File: config.mk
export PLATFORM = sky130hd
export DESIGN_NAME = uart_tx_cfg
export DESIGN_NICKNAME = d
export VERILOG_FILES = /design/src/rtl/uart_pkg.sv /design/src/rtl/uart_tx_fifo.sv /design/src/rtl/uart_tx_cfg.sv
export SDC_FILE = /design/constraint.sdc
export NUM_CORES = 1
export LEC_CHECK = 0
export CAP_MARGIN = 20
export CORE_ASPECT_RATIO = 1.25
export CORE_MARGIN = 4
export CORE_UTILIZATION = 52
export CTS_CLUSTER_SIZE = 30
export DETAILED_ROUTE_END_ITERATION = 7
export PLACE_DENSITY_LB_ADDON = 0.25
export SLEW_MARGIN = 40
export SYNTH_ARGS = -nofsm -noshare
export SYNTH_HDL_FRONTEND = slang
export SYNTH_SLANG_ARGS = --single-unit
File: constraint.sdc
create_clock -name clk -period 2.47 [get_ports clk]
set_input_delay 0.494 -clock clk [delete_from_list [all_inputs] [get_ports clk]]
set_output_delay 0.494 -clock clk [all_outputs]
set_load 0.005 [all_outputs]
File: src/rtl/uart_pkg.sv
// Shared types for the configurable UART transmitter: FSM state encoding and parity modes.
package uart_pkg;

   typedef enum logic [2:0] {
      StIdle,
      StStart,
      StData,
      StParity,
      StStop
   } tx_state_e;

   localparam logic ParityEven = 1'b0;
   localparam logic ParityOdd  = 1'b1;

   // data_xor is the XOR reduction of the data bits.
   function automatic logic parity_bit(input logic data_xor, input logic mode);
      return data_xor ^ (mode == ParityOdd);
   endfunction

endpackage

File: src/rtl/uart_tx_fifo.sv
// Synchronous FIFO for the transmit path; pushes into a full FIFO and pops from an empty
// FIFO are ignored.
module uart_tx_fifo #(
   parameter int unsigned Width = 8,
   parameter int unsigned Depth = 4
) (
   input  logic                     clk,
   input  logic                     reset,
   input  logic                     push,
   input  logic [Width-1:0]         push_data,
   output logic                     full,
   input  logic                     pop,
   output logic [Width-1:0]         pop_data,
   output logic                     empty,
   output logic [$clog2(Depth):0]   count
);

   localparam int unsigned PtrW = $clog2(Depth);

   logic [Width-1:0] mem_q [Depth];
   logic [PtrW-1:0]  wr_ptr_q, rd_ptr_q;
   logic [PtrW:0]    count_q;
   logic             do_push, do_pop;

   assign full     = (count_q == (PtrW+1)'(Depth));
   assign empty    = (count_q == '0);
   assign count    = count_q;
   assign pop_data = mem_q[rd_ptr_q];
   assign do_push  = push & ~full;
   assign do_pop   = pop & ~empty;

   // Pointers wrap naturally since Depth is a power of two.
   always_ff @(posedge clk) begin
      if (reset) begin
         wr_ptr_q <= '0;
         rd_ptr_q <= '0;
         count_q  <= '0;
      end else begin
         if (do_push) wr_ptr_q <= wr_ptr_q + 1'b1;
         if (do_pop)  rd_ptr_q <= rd_ptr_q + 1'b1;
         if (do_push && !do_pop) begin
            count_q <= count_q + 1'b1;
         end else if (!do_push && do_pop) begin
            count_q <= count_q - 1'b1;
         end
      end
   end

   always_ff @(posedge clk) begin
      if (do_push) mem_q[wr_ptr_q] <= push_data;
   end

endmodule

File: src/rtl/uart_tx_cfg.sv
// Configurable UART transmitter: buffered words are serialised as start, data (LSB first),
// optional parity and stop bits on a registered, idle-high line.
module uart_tx_cfg
   import uart_pkg::*;
#(
   parameter int unsigned CLKS_PER_BIT = 8,
   parameter int unsigned DATA_BITS    = 8,
   parameter int unsigned PARITY_EN    = 0,
   parameter int unsigned PARITY_ODD   = 0,
   parameter int unsigned STOP_BITS    = 1,
   parameter int unsigned FIFO_DEPTH   = 4
) (
   input  logic                          clk,
   input  logic                          reset,
   input  logic                          valid_in,
   output logic                          ready_out,
   input  logic [DATA_BITS-1:0]          data_in,
   input  logic                          tx_start,
   output logic                          tx_data,
   output logic                          busy,
   output logic [$clog2(FIFO_DEPTH):0]   fifo_count
);

   localparam int unsigned BaudW = (CLKS_PER_BIT > 1) ? $clog2(CLKS_PER_BIT) : 1;
   localparam int unsigned BitW  = $clog2(DATA_BITS);
   localparam logic [BaudW-1:0] BaudLast = BaudW'(CLKS_PER_BIT - 1);
   localparam logic [BitW-1:0]  DataLast = BitW'(DATA_BITS - 1);
   localparam logic [BitW-1:0]  StopLast = BitW'(STOP_BITS - 1);
   localparam logic             ParityMode = (PARITY_ODD != 0) ? ParityOdd : ParityEven;

   tx_state_e            state_q, state_d;
   logic [BaudW-1:0]     baud_q, baud_d;
   logic [BitW-1:0]      bit_q, bit_d;
   logic [DATA_BITS-1:0] shift_q, shift_d;
   logic                 parity_q, parity_d;
   logic                 tx_q, tx_d;

   logic                 fifo_full, fifo_empty, fifo_pop;
   logic [DATA_BITS-1:0] fifo_rdata;
   logic                 baud_last, frame_end, launch;

   uart_tx_fifo #(
      .Width (DATA_BITS),
      .Depth (FIFO_DEPTH)
   ) u_fifo (
      .clk       (clk),
      .reset     (reset),
      .push      (valid_in),
      .push_data (data_in),
      .full      (fifo_full),
      .pop       (fifo_pop),
      .pop_data  (fifo_rdata),
      .empty     (fifo_empty),
      .count     (fifo_count)
   );

   assign ready_out = ~fifo_full;
   assign tx_data   = tx_q;
   assign busy      = (state_q != StIdle);

   assign baud_last = (baud_q == BaudLast);
   assign frame_end = (state_q == StStop) && baud_last && (bit_q == StopLast);
   // Launching from the final stop cycle keeps back-to-back frames gapless.
   assign launch    = tx_start && !fifo_empty && ((state_q == StIdle) || frame_end);

   always_ff @(posedge clk) begin
      if (reset) begin
         state_q  <= StIdle;
         baud_q   <= '0;
         bit_q    <= '0;
         shift_q  <= '0;
         parity_q <= 1'b0;
         tx_q     <= 1'b1;
      end else begin
         state_q  <= state_d;
         baud_q   <= baud_d;
         bit_q    <= bit_d;
         shift_q  <= shift_d;
         parity_q <= parity_d;
         tx_q     <= tx_d;
      end
   end

   // tx_d is the line level for the state being entered, so tx_data is a clean register.
   always_comb begin
      state_d  = state_q;
      baud_d   = baud_q;
      bit_d    = bit_q;
      shift_d  = shift_q;
      parity_d = parity_q;
      tx_d     = tx_q;
      fifo_pop = 1'b0;

      unique case (state_q)
         StIdle: begin
            tx_d = 1'b1;
         end
         StStart: begin
            if (baud_last) begin
               baud_d  = '0;
               bit_d   = '0;
               state_d = StData;
               tx_d    = shift_q[0];
            end else begin
               baud_d = baud_q + 1'b1;
            end
         end
         StData: begin
            if (baud_last) begin
               baud_d = '0;
               if (bit_q == DataLast) begin
                  bit_d = '0;
                  if (PARITY_EN != 0) begin
                     state_d = StParity;
                     tx_d    = parity_q;
                  end else begin
                     state_d = StStop;
                     tx_d    = 1'b1;
                  end
               end else begin
                  bit_d   = bit_q + 1'b1;
                  shift_d = shift_q >> 1;
                  tx_d    = shift_q[1];
               end
            end else begin
               baud_d = baud_q + 1'b1;
            end
         end
         StParity: begin
            if (baud_last) begin
               baud_d  = '0;
               bit_d   = '0;
               state_d = StStop;
               tx_d    = 1'b1;
            end else begin
               baud_d = baud_q + 1'b1;
            end
         end
         StStop: begin
            tx_d = 1'b1;
            if (baud_last) begin
               baud_d = '0;
               if (bit_q == StopLast) begin
                  bit_d   = '0;
                  state_d = StIdle;
               end else begin
                  bit_d = bit_q + 1'b1;
               end
            end else begin
               baud_d = baud_q + 1'b1;
            end
         end
         default: begin
            state_d = StIdle;
            tx_d    = 1'b1;
         end
      endcase

      if (launch) begin
         fifo_pop = 1'b1;
         state_d  = StStart;
         baud_d   = '0;
         bit_d    = '0;
         shift_d  = fifo_rdata;
         parity_d = parity_bit(^fifo_rdata, ParityMode);
         tx_d     = 1'b0;
      end
   end

endmodule

==> results of run 1 <==
layer usage:
metal	routed length [µm]	GRT usage, %
met5	0	0
met4	79	6.79
met3	182	5.28
met2	2380	29.4
met1	1900	18.1
worst reg2reg max path: stages (launching register included):
cell and delay (ps):
dfxtp_1 330, ha_1 200, ha_1 210, nand3b_1 180, a211oi_4 90, inv_2 70, ha_1 160, inv_1 60
fa_1 370, xor2_1 160, or3_1 300, a21oi_1 120
how the worst min path moves through the flow:
stage / endpoint / slack, ps
floorplan: shift_q[5]$_SDFFE_PP0P_ / 430
global placement: shift_q[6]$_SDFFE_PP0P_ / 440
detailed placement: shift_q[3]$_SDFFE_PP0P_ / 450
CTS: shift_q[3]$_SDFFE_PP0P_ / 460
global route: shift_q[3]$_SDFFE_PP0P_ / 480
finish: shift_q[3]$_SDFFE_PP0P_ / 460
flip-flops by register name, indices dropped and copies added (netlist names), named ones only:
name,flops
u_fifo.mem_q,32
shift_q,8
baud_q,3
bit_q,3
state_q,3
u_fifo.count,3
u_fifo.rd_ptr_q,2
u_fifo.wr_ptr_q,2
tx_data,1
final cells by class:
cell class / instances / area share, %
Clock inverter: 7 / 3.81
Sequential cell: 59 / 49.1
Clock buffer: 9 / 4.05
Inverter: 10 / 1.23
Timing Repair Buffer: 27 / 8.02
Multi-Input combinational cell: 128 / 31.3
Tap cell: 60 / 2.45
synthesized netlist by cell type, types with 2 or more instances:
master,n
a2111oi_0,2
a21oi_1,23
a22oi_1,3
and2_1,4
buf_2,2
clkbuf_1,8
dfxtp_1,27
edfxtp_1,32
ha_1,10
inv_1,9
mux2i_1,5
mux4_2,8
nand2_1,12
nand3_1,7
nand3b_1,3
nor2_1,16
nor2b_1,2
nor3_1,2
o21ai_0,9
o31ai_1,2
or3_1,3
xnor2_1,2
xor2_1,2
through the flow:
stage	util, %	setup TNS (ps)	instance area [µm²]	power, mW
after floorplan	-	0	2540	1.82
after global placement	59.6	-150	2820	2.07
after detailed placement	59.6	-238	2820	2.09
after CTS	64.7	0	3060	3.15
after global routing	64.7	0	3060	3.29
final	64.7	0	3060	3.11
cells by family (layout without fill, tap and decap cells):
family	Yosys count	in the layout
simple gates	54	54
buf+inv	20	53
compound gates	46	46
mux	13	13
fa+ha+maj	11	11
xor+xnor	4	4
flops	59	59
power groups by stage:
stage / Sequential, mW / Clock [mW] / Combinational, mW
floorplan: 1.29 / 0 / 0.523
global placement: 1.34 / 0 / 0.729
detailed placement: 1.34 / 0 / 0.750
CTS: 1.32 / 1.07 / 0.752
global route: 1.34 / 1.13 / 0.825
finish: 1.32 / 1.04 / 0.746
timing repair:
action	CTS	global route
hold endpoints to repair	0	0
hold buffers	0	0
setup buffers	0	0
resized for setup	0	0
setup endpoints to repair	0	1
==> flow_metrics.env, run 1 <==
export IMPL_netlist_area_leader_share_pct=37.9
export IMPL_antenna_found_initial=0
export IMPL_dieArea_um2=6070
export IMPL_path_clk_slew_ps=70
export IMPL_critPathSlowestCell="fa_1"
export IMPL_setup_worst_path_end_class="flip-flop"
export IMPL_die_y_um=86.1
export IMPL_syn_area_per_cell_um2=12.3
export IMPL_holdWs_ps=455
export IMPL_ff_latch_area_um2=1500
export IMPL_numCtsBuffers=9
export IMPL_power_internal_mw=2.25
export IMPL_worst_path_buf_inv=2
export IMPL_crit_required_ps=2740
export IMPL_rr_worst_depth=11
export IMPL_area_growth_pct=20.5
export IMPL_fin_skew_ps=3.46
export IMPL_grt_pass1_wl_um=7560
export IMPL_hold_viol=0
export IMPL_drive_above_1_share_pct=15.0
export IMPL_nets=258
export IMPL_synth_mux_area_share_pct=9.07
export IMPL_layout_setup_ws_ps=163
export IMPL_mostFrequentLayoutCells="32 x edfxtp_1, 27 x dfxtp_1, 23 x a21oi_1, 17 x clkdlybuf4s50_1, 16 x nor2_1"
export IMPL_synth_compound_gate_area_share_pct=11.2
export IMPL_cts_max_path_buffers=2
export IMPL_hold_start="shift_q[4]$_SDFFE_PP0P_"
export IMPL_ys_flop_type="edfxtp_1"
export IMPL_ff2ff_setup_slack_ps=160
export IMPL_die_w_um=70.5
export IMPL_power_frac_comb_pct=24.0
export IMPL_core_area_um2=4730
export IMPL_first_pass_iters=4
export IMPL_syn_nets=230
export IMPL_whs_path_depth=2
export IMPL_powerDensity_nw_per_um2=1020
export IMPL_syn_inst=207
export IMPL_worstMarginPinSlew_ps=565
export IMPL_wl_per_cell_um=15.1
export IMPL_grt_pass1_vias=1632
export IMPL_portBuffers=17
export IMPL_overflow=0
export IMPL_synth_simple_area_share_pct=10.4
export IMPL_start_util_pct=53.7
export IMPL_yosys_warnings=0
export IMPL_ys_seq_area_share_pct=59.2
export IMPL_drt_vias_per_instance=5.48
export IMPL_diodes=0
export IMPL_run_status="complete, no violations"
export IMPL_holdCritPathClass="reg -> reg"
export IMPL_reg2reg_from="baud_q[0]$_SDFFE_PP0P_"
export IMPL_critPathCapture="u_fifo.count[2]$_SDFFE_PP0P_"
export IMPL_cp_max_fo=3
export IMPL_cts_tree="built"
export IMPL_finalCritPeriodShare_pct=93.4
export IMPL_ant_nets=0
export IMPL_wirelength_um=4540
export IMPL_start_kind="flip-flop"
export IMPL_critPathLaunch="baud_q[0]$_SDFFE_PP0P_"
export IMPL_synth_cell_types=37
export IMPL_ys_ff_latch=59
export IMPL_synth_top_area_cell="edfxtp_1"
export IMPL_cp_top_family="adder cells"
export IMPL_synthAdderAreaFrac_pct=5.72
export IMPL_io_pins=18
export IMPL_finalCriticalPeriod_ps=2310
export IMPL_clock_sinks=59
export IMPL_ir_drop_v=0.000679
export IMPL_cts_htree_levels=3
export IMPL_seqPwrFrac_pct=42.5
export IMPL_timing_rr_end="u_fifo.count[2]$_SDFFE_PP0P_"
export IMPL_timing_slew_headroom_pct=62.1
export IMPL_netlist_area_um2=2540
export IMPL_yosys_area_share_xor_xnor_pct=1.38
export IMPL_slew_violations=0
export IMPL_clock_latency_ps=330
export IMPL_post_place_ws_ps=-136
export IMPL_cts_root_buf="clkbuf_8"
export IMPL_synth_area_top_cells="edfxtp_1 38%, dfxtp_1 21%, mux4_2 7.1%"
export IMPL_multi_input_area_um2=958
export IMPL_p_sw_uw=856
export IMPL_grt_use_total_pct=16.5
export IMPL_fillers=373
export IMPL_post_dp_hpwl_um=3150
export IMPL_synth_top_family_by_area="compound AO/OA/AOI/OAI gates"
export IMPL_drtIter0Drc=88
export IMPL_rsz0062_at_grt="no"
export IMPL_swShare_pct=27.5
export IMPL_grt_max_degree=15
export IMPL_crit_top_cell="ha_1"
export IMPL_crit_cells=11
export IMPL_crit_arrival_ps=2570
export IMPL_vias=1643
export IMPL_drv_cap=0
export IMPL_setup_viol=0
export IMPL_routabilityCongestion=0.740
export IMPL_synth_enable_flop_cells=32
export IMPL_clock_fmax_ghz=0.433
export IMPL_post_route_drc_count=0
export IMPL_dp_cells=284
export IMPL_crit_path_cell_trace="ha_1 > ha_1 > nand3b_1 > a211oi_4 > inv_2 > ha_1 > inv_1 > fa_1 > xor2_1 > or3_1 > a21oi_1"
export IMPL_final_cells=300
export IMPL_clkPwrFrac_pct=33.6
export IMPL_async_reset_ff_share_pct=0
export IMPL_crit_type="reg -> reg"
export IMPL_leakage_nw=1.08
export IMPL_rows=28
export IMPL_slowest_delay_ps=370
export IMPL_final_common_cell="edfxtp_1"
No activity file was read; power rests on OpenSTA's default activity.
==> inputs of run 2 (changes only) <==
==> constraint.sdc (replaced) <==
create_clock -name clk -period 2.47 [get_ports clk]
set_input_delay 0.494 -clock clk [delete_from_list [all_inputs] [get_ports clk]]
set_output_delay 0.494 -clock clk [all_outputs]
set_load 0.1 [all_outputs]
==> flow_metrics.env, run 2 (synthesized netlist as in run 1, its figures left out) <==
export IMPL_first_pass_iters=4
export IMPL_io_pins=18
export IMPL_hold_viol=0
export IMPL_holdCritPathClass="reg -> reg"
export IMPL_grt_max_degree=19
export IMPL_critPathLaunch="baud_q[0]$_SDFFE_PP0P_"
export IMPL_portBuffers=17
export IMPL_top_regs="u_fifo.mem_q (32), shift_q (8)"
export IMPL_drtIter0Drc=126
export IMPL_leakage_nw=1.07
export IMPL_post_cts_buffers=0
export IMPL_grt_pass1_vias=1589
export IMPL_ant_nets=0
export IMPL_critPathSlowestCell="fa_1"
export IMPL_worstMarginPinSlew_ps=529
export IMPL_overflow=0
export IMPL_finalInstanceArea_um2=3010
export IMPL_crit_required_ps=2720
export IMPL_p_sw_mw=1.11
export IMPL_crit_type="reg -> reg"
export IMPL_nets=258
export IMPL_drive_above_1_share_pct=17.9
export IMPL_post_dp_hpwl_um=3080
export IMPL_antenna_found_initial=0
export IMPL_routabilityCongestion=0.820
export IMPL_powerDensity_nw_per_um2=1050
export IMPL_utilization_pct=63.7
export IMPL_start_kind="flip-flop"
export IMPL_final_common_cell="edfxtp_1"
export IMPL_clock_sinks=59
export IMPL_clkPwrFrac_pct=25.7
export IMPL_tns_ps=0
export IMPL_cts_htree_levels=3
export IMPL_mostFrequentLayoutCells="32 x edfxtp_1, 24 x dfxtp_1, 23 x a21oi_1, 16 x nor2_1, 15 x buf_4"
export IMPL_vias=1638
export IMPL_power_internal_mw=2.06
export IMPL_cts_tree="built"
export IMPL_slew_violations=0
export IMPL_rows=28
export IMPL_drt_vias_per_instance=5.46
export IMPL_diodes=0
export IMPL_cts_root_buf="clkbuf_8"
export IMPL_cts_max_path_buffers=2
export IMPL_clock_latency_ps=320
export IMPL_regMostFlops="u_fifo.mem_q"
export IMPL_area_growth_pct=18.6
export IMPL_power_frac_comb_pct=32.2
export IMPL_fin_skew_ps=6.46
export IMPL_timing_slew_headroom_pct=64.5
export IMPL_setup_viol=0
export IMPL_drv_cap=0
export IMPL_rsz0062_at_grt="no"
export IMPL_dpl_instance_area_um2=2830
export IMPL_reg2reg_from="baud_q[0]$_SDFFE_PP0P_"
export IMPL_finalPower_mw=3.17
export IMPL_die_w_um=70.5
export IMPL_numCtsBuffers=9
export IMPL_crit_top_cell="ha_1"
export IMPL_cp_max_fo=3
export IMPL_run_status="complete, no violations"
export IMPL_crit_arrival_ps=2590
export IMPL_seqPwrFrac_pct=42.1
export IMPL_largest_register_ffs=32
export IMPL_wirelength_um=4500
export IMPL_core_area_um2=4730
export IMPL_wl_per_cell_um=15.0
export IMPL_swShare_pct=35.2
export IMPL_finalCriticalPeriod_ps=2340
export IMPL_die_y_um=86.1
export IMPL_ir_drop_v=0.000505
export IMPL_finalCritPeriodShare_pct=94.7
export IMPL_ctsHoldBuffers=0
export IMPL_grt_use_total_pct=16.5
export IMPL_holdWs_ps=460
export IMPL_dieArea_um2=6070
export IMPL_setup_worst_path_end_class="flip-flop"
export IMPL_path_clk_slew_ps=60
export IMPL_post_route_drc_count=0
export IMPL_grt_pass1_wl_um=7610
export IMPL_start_util_pct=53.7
export IMPL_cts_resized=0
export IMPL_clock_fmax_ghz=0.427
export IMPL_crit_path_cell_trace="ha_1 > ha_1 > nand3b_1 > a211oi_4 > inv_2 > ha_1 > inv_1 > fa_1 > xor2_1 > or3_1 > a21oi_1"
export IMPL_hold_start="shift_q[3]$_SDFFE_PP0P_"
export IMPL_slowest_delay_ps=370
[run 2: layer usage]
layer / routed length (µm) / track usage, % / up-vias
met5: 0 / 0 / -
met4: 38 / 5.75 / 0
met3: 165 / 5.04 / 4
met2: 2320 / 27.5 / 25
met1: 1980 / 20.3 / 788
li1: - / - / 821
[run 2: per-stage QoR]
stage	setup slack, ps	std cells
6_report	130	300
5_1_grt	40.8	300
4_1_cts	118	300
3_3_place_gp	-100	284
3_5_place_dp	-132	284
2_1_floorplan	4.63	207
[run 2: worst paths after layout]
path	cells past startpoint	slack, ps	end
min	2	460	shift_q[2]$_SDFFE_PP0P_
max	11	130	u_fifo.count[2]$_SDFFE_PP0P_
max reg2reg	11	130	u_fifo.count[2]$_SDFFE_PP0P_
min reg2reg	2	460	shift_q[2]$_SDFFE_PP0P_
[run 2: area by class of cell]
| class | instances | area [µm²] |
|---|---|---|
| Multi-Input combinational cell | 128 | 958 |
| Tap cell | 60 | 75.1 |
| Clock buffer | 10 | 128 |
| Clock inverter | 6 | 56.3 |
| Inverter | 10 | 37.5 |
| Fill cell | 372 | 1720 |
| Sequential cell | 59 | 1510 |
| Timing Repair Buffer | 27 | 243 |
[run 2: worst max-delay path: cells and delay by family (launching register included)]
kind                     cells  cell delay, ps
AO/OA/AOI/OAI                2             230
adder cells (fa/ha/maj)      4             920
XOR/XNOR                     1             160
flip-flops                   1             320
AND/OR/NAND/NOR              2             500
buffers and inverters        2             120
[run 2: power by group through the flow]
stage	sequential [mW]	clock, mW	combinational, mW
after global placement	1.35	0	1.01
after floorplan	1.50	0	0.605
final	1.34	0.814	1.02
after global routing	1.36	0.888	1.10
after CTS	1.34	0.839	1.03
after detailed placement	1.36	0	1.03
